--- src/rtl/rv_pkg.sv ---
// Shared RV32I core definitions.
// Register index type and architectural constants.
package rv_pkg;

  localparam int XLEN      = 32;
  localparam int REG_IDX_W = 5;

  typedef logic [REG_IDX_W-1:0] reg_idx_t;

  localparam reg_idx_t REG_ZERO = 5'd0;

endpackage

--- src/rtl/rf_bypass_mux.sv ---
// One register-file read port.
// Forces x0 to zero and optionally forwards the in-flight WB write.
module rf_bypass_mux
  import rv_pkg::*;
#(
  parameter int W      = 32,
  parameter bit BYPASS = 1'b1
) (
  input  reg_idx_t       rs,
  input  reg_idx_t       rd,
  input  logic           wr_en,
  input  logic [W-1:0]   wdata,
  input  logic [W-1:0]   stored,
  output logic [W-1:0]   rdata
);

  logic hit;

  assign hit = BYPASS && wr_en && (rs == rd);

  always_comb begin
    rdata = stored;
    unique case (1'b1)
      (rs == REG_ZERO): rdata = '0;
      hit:              rdata = wdata;
      default:          rdata = stored;
    endcase
  end

endmodule

--- src/rtl/reg_file.sv ---
// RV32I integer register file with WB->ID bypass.
// Also keeps a retired-write counter and a registered debug port.
module reg_file
  import rv_pkg::*;
#(
  parameter int XLEN   = rv_pkg::XLEN,
  parameter int NREGS  = 32,
  parameter bit BYPASS = 1'b1,
  parameter int CNT_W  = 32
) (
  input  logic             clk,
  input  logic             rst_n,
  input  logic             wb_regwrite,
  input  reg_idx_t         wb_rd,
  input  logic [XLEN-1:0]  wb_wdata,
  input  reg_idx_t         id_rs1,
  input  reg_idx_t         id_rs2,
  output logic [XLEN-1:0]  id_rdata1,
  output logic [XLEN-1:0]  id_rdata2,
  input  reg_idx_t         dbg_idx,
  output logic [XLEN-1:0]  dbg_rdata,
  output logic [CNT_W-1:0] wr_count,
  output logic             wr_pulse
);

  logic [XLEN-1:0] regs [1:NREGS-1];
  logic            wr_en;
  logic [XLEN-1:0] stored1;
  logic [XLEN-1:0] stored2;
  logic [XLEN-1:0] stored_dbg;

  // x0 has no storage; indices past NREGS read as zero
  function automatic logic [XLEN-1:0] rd_reg(input reg_idx_t idx);
    logic [XLEN-1:0] v;
    v = '0;
    if (idx != REG_ZERO && int'(idx) < NREGS)
      v = regs[idx];
    return v;
  endfunction

  assign wr_en = wb_regwrite && (wb_rd != REG_ZERO)
              && (int'(wb_rd) < NREGS);

  assign stored1    = rd_reg(id_rs1);
  assign stored2    = rd_reg(id_rs2);
  assign stored_dbg = rd_reg(dbg_idx);

  always_ff @(posedge clk or negedge rst_n) begin
    if (!rst_n) begin
      for (int i = 1; i < NREGS; i++)
        regs[i] <= '0;
    end else if (wr_en) begin
      regs[wb_rd] <= wb_wdata;
    end
  end

  always_ff @(posedge clk or negedge rst_n) begin
    if (!rst_n) begin
      dbg_rdata <= '0;
      wr_count  <= '0;
      wr_pulse  <= 1'b0;
    end else begin
      dbg_rdata <= stored_dbg;
      wr_pulse  <= wr_en;
      if (wr_en)
        wr_count <= wr_count + CNT_W'(1);
    end
  end

  rf_bypass_mux #(.W(XLEN), .BYPASS(BYPASS)) u_rd1 (
    .rs     (id_rs1),
    .rd     (wb_rd),
    .wr_en  (wr_en),
    .wdata  (wb_wdata),
    .stored (stored1),
    .rdata  (id_rdata1)
  );

  rf_bypass_mux #(.W(XLEN), .BYPASS(BYPASS)) u_rd2 (
    .rs     (id_rs2),
    .rd     (wb_rd),
    .wr_en  (wr_en),
    .wdata  (wb_wdata),
    .stored (stored2),
    .rdata  (id_rdata2)
  );

endmodule

--- config.mk ---
export PLATFORM = sky130hd
export DESIGN_NAME = reg_file
export DESIGN_NICKNAME = d
export VERILOG_FILES = /design/src/rtl/rv_pkg.sv /design/src/rtl/rf_bypass_mux.sv /design/src/rtl/reg_file.sv
export SDC_FILE = /design/constraint.sdc
export NUM_CORES = 2
export LEC_CHECK = 0
export ABC_CLOCK_PERIOD_IN_PS = 4650
export BUFFER_PORTS_ARGS = -buffer_cell sky130_fd_sc_hd__buf_4
export CAP_MARGIN = 0
export CORE_MARGIN = 10
export CORE_UTILIZATION = 40
export DETAILED_ROUTE_END_ITERATION = 16
export PLACE_DENSITY_LB_ADDON = 0.08
export SLEW_MARGIN = 25
export SYNTH_ARGS = -nofsm -noshare
export SYNTH_HDL_FRONTEND = slang
export SYNTH_SLANG_ARGS = --single-unit
--- constraint.sdc ---
create_clock -name clk -period 4.65 [get_ports clk]
set_input_delay 0.93 -clock clk [delete_from_list [all_inputs] [get_ports clk]]
set_output_delay 0.93 -clock clk [all_outputs]
set_load 0.02 [all_outputs]
==> flow_metrics.py <==
metrics = {
    "timing": {
        "rsz0062_at_grt": "no",
        "period_minus_slack_ns": 4.500,
        "max_freq_ghz": 0.2222,
        "worst_pin_slew_ns": 1.122,
        "finClkSkew_ns": 0.02453,
        "relSlewSlack": 0.2503,
        "maxSlewViolCount": 0,
        "setup_viol": 0,
        "setup_slack_ns": 0.1497,
        "min_period_over_period": 0.9678,
        "hold_violations": 0,
    },
    "global_route": {
        "grt_usage": 0.2849,
        "grt_pass1_wl_mm": 357.2,
        "grt_max_degree": 128,
        "antenna_found_initial": 7,
        "grt.overflow.total": 0,
        "grt_pass1_vias": 44430,
    },
    "critical_path": {
        "worstPathArrival_ns": 3.57,
        "worst_setup_path_start_kind": "input port",
        "slowest_stage": "o21ai_0",
        "critPathBufInv": 4,
        "crit_chain": "clkbuf_8, buf_12, buf_4, mux2_2, a221oi_1, nor3_1, o21ai_0, nand2_1, buf_4",
        "end_kind": "primary output",
        "path_class": "in -> out",
        "crit_required_ns": 3.72,
        "crit_path_max_incr_delay_ns": 0.79,
        "critPathTopFamily": "compound AO/OA/AOI/OAI gates",
        "crit_top_cell": "buf_4",
        "crit_fanout": 24,
    },
    "clock_tree": {
        "cts_setup_buffers": 0,
        "tritoncts": "yes",
        "path_clk_slew_ns": 0.06,
        "numCtsBuffers": 131,
        "clock_sinks": 1057,
        "cts_buffer_depth": 3,
        "cts_root_buf": "clkbuf_16",
        "htree_levels": 4,
        "clk_latency_ns": 0.79,
    },
    "synthesis": {
        "synthArstFlopShare": 1.000,
        "syn_avg_cell_area_um2": 14.81,
        "synth_nets": 4314,
        "yosys.cell_types.count": 47,
        "ys_seq_area_frac": 0.4194,
        "netlist.top_cell.by_area": "dfrtp_1",
        "synth_edf_count": 0,
        "syn_area_um2": 63060,
        "post-synth-top-area-fraction": 0.4194,
        "synthTopCellsByCount": "mux2_2, dfrtp_1, mux4_2",
        "ys_seq_elements": 1057,
        "ys.flop_type": "dfrtp_1",
        "synth_warnings": 0,
        "syn_inst": 4258,
        "synth_most_common_cell": "mux2_2",
        "synth_area_leaders": "dfrtp_1, mux4_2, mux2_2, clkbuf_1, a22oi_1",
    },
    "placement": {
        "dp_cells": 6252,
        "port_buffers": 183,
        "dp_hpwl_mm": 153.8,
        "dpl_worst_slack_ns": -0.01060,
        "place.gp.congestion": 0.8191,
        "placed_area_um2": 68400,
    },
    "drt": {
        "first_pass_iters": 5,
        "vias": 43970,
        "postRouteAntennaNets": 0,
        "wl_per_cell_um": 38.62,
        "drt_wl_total_mm": 250.5,
        "drtIter0Drc": 4922,
        "vias_per_cell": 6.780,
        "drc_errors": 0,
    },
    "power": {
        "internal_power_mw": 21.82,
        "combPwrFrac": 0.251,
        "seqPwrFrac": 0.408,
        "power_leakage_nw": 30.58,
        "p_sw_mw": 9.317,
        "swShare": 0.2992,
        "p_clk_frac": 0.341,
        "powerDensity_nw_per_um2": 427.7,
        "irDropWorstVdd_v": 0.0003864,
    },
    "floorplanning": {
        "die-area_um2": 173900,
        "ioPinCount": 184,
        "fp.dieW_um": 417.1,
        "die_y_um": 417.1,
        "rows": 145,
        "start_util": 0.4033,
        "coreArea_um2": 156400,
    },
    "cells_and_area": {
        "finalInstanceArea_um2": 72810,
        "area_growth_syn_to_layout_pct": 15.46,
        "n_fill_cell": 13770,
        "drive_gt1_frac": 0.5602,
        "finalNetCount": 4383,
        "stdcell_count": 6486,
    },
    "run": {
        "maxCapViolCount": 0,
    },
    "worst_hold_path": {
        "hp-class": "in -> async",
    },
    "run_status": {
        "outcome": "complete, no violations",
    },
}
## what timing repair did
action	CTS	global route
gates resized for setup	1	0
hold buffers	0	0
endpoints found under the setup margin	1	0
## sequential cells by signal, summed over array words and instances (netlist names)
register,cells
wr_count,32
dbg_rdata,32
regs,992
wr_pulse,1
## per-layer routing
| layer | vias up | track usage | share of wire |
|---|---|---|---|
| li1 | 17250 | - | - |
| met1 | 24200 | 0.4006 | 0.43 |
| met2 | 2074 | 0.4362 | 0.46 |
| met3 | 440 | 0.05577 | 0.075 |
| met4 | 10 | 0.1064 | 0.041 |
| met5 | - | 0 | 0.00027 |
## final timing paths
check,start,to,slack [ns],cells after the start
worst max-delay path,id_rs1[1],id_rdata1[20],0.15,9
worst min-delay path,rst_n,wr_count[23],0.17,1
worst max register to register,wr_count[0],wr_count[28],2.27,6
worst min register to register,wr_count[31],wr_count[31],0.47,1
max in group asynchronous,rst_n,regs[347],3.27,2
min in group clk,wr_count[31],wr_count[31],0.47,1
## layout by cell type (no fill, tap or decap), drive strengths merged, types with 5 or more instances in the layout
cell type,instances
o21ai,33
a21o,32
nand3,14
nor3,67
buf,424
xor2,18
mux4,706
a21boi,31
a221oi,94
nor2b,69
and2,6
a22oi,155
inv,12
nor2,61
a221o,60
a21oi,5
nand2,93
clkinv,18
bufinv,10
clkbuf,201
mux2i,36
mux2,1089
xnor2,23
a2111oi,35
a22o,35
nand4,11
dfrtp,1057
and3,5
## worst reg2reg max path, stage by stage (launching register included)
cell and delay (ns):
dfrtp_1 0.45, ha_1 0.23, nand3_1 0.17, a2111oi_4 0.67, nand4_1 0.36, nor3_1 0.26
xor2_1 0.16
## per-stage QoR
step	util	TNS [ns]	hold slack, ns	power (mW)
after CTS	0.4656	0	0.1639	31.26
after global routing	0.4656	0	0.1917	32.37
after detailed placement	0.4374	-0.01060	0.4698	20.58
final	0.4656	0	0.1732	31.14
after global placement	0.4371	-0.03851	0.4687	20.46
after floorplan	-	0	0.5075	17.69
## layout make-up
| type | count | area [um^2] | area share |
|---|---|---|---|
| Multi-Input combinational cell | 2703 | 34900 | 0.4793 |
| Sequential cell | 1057 | 26450 | 0.3633 |
| Timing Repair Buffer | 427 | 4448 | 0.06109 |
| Clock buffer | 198 | 3916 | 0.05378 |
| Tap cell | 2058 | 2575 | 0.03536 |
| Clock inverter | 33 | 494.2 | 0.006787 |
| Inverter | 7 | 26.28 | 0.0003608 |
| Antenna cell | 3 | 7.507 | 0.0001031 |
## power groups by stage
stage | Combinational [mW] | Sequential, mW | Clock [mW]
2_1_floorplan | 5.40 | 12.3 | 0
3_3_place_gp | 7.74 | 12.7 | 0
3_5_place_dp | 7.80 | 12.8 | 0
4_1_cts | 7.83 | 12.6 | 10.8
5_1_grt | 8.26 | 12.9 | 11.2
6_report | 7.82 | 12.7 | 10.6
## kinds of logic (layout without fill, tap and decap cells)
family	Yosys count	in the layout	synth area share
xor gates and xnor gates	41	41	0.005694
buffers and inverters	498	665	0.03305
AOI/OAI and AO/OA	488	488	0.06271
adders and majority gates	1	1	0.0001984
and+or+nand+nor	342	342	0.02663
muxes	1831	1831	0.4523
DFF	1057	1057	0.4194
other	0	3	0
No activity file was read; power rests on OpenSTA's default activity.
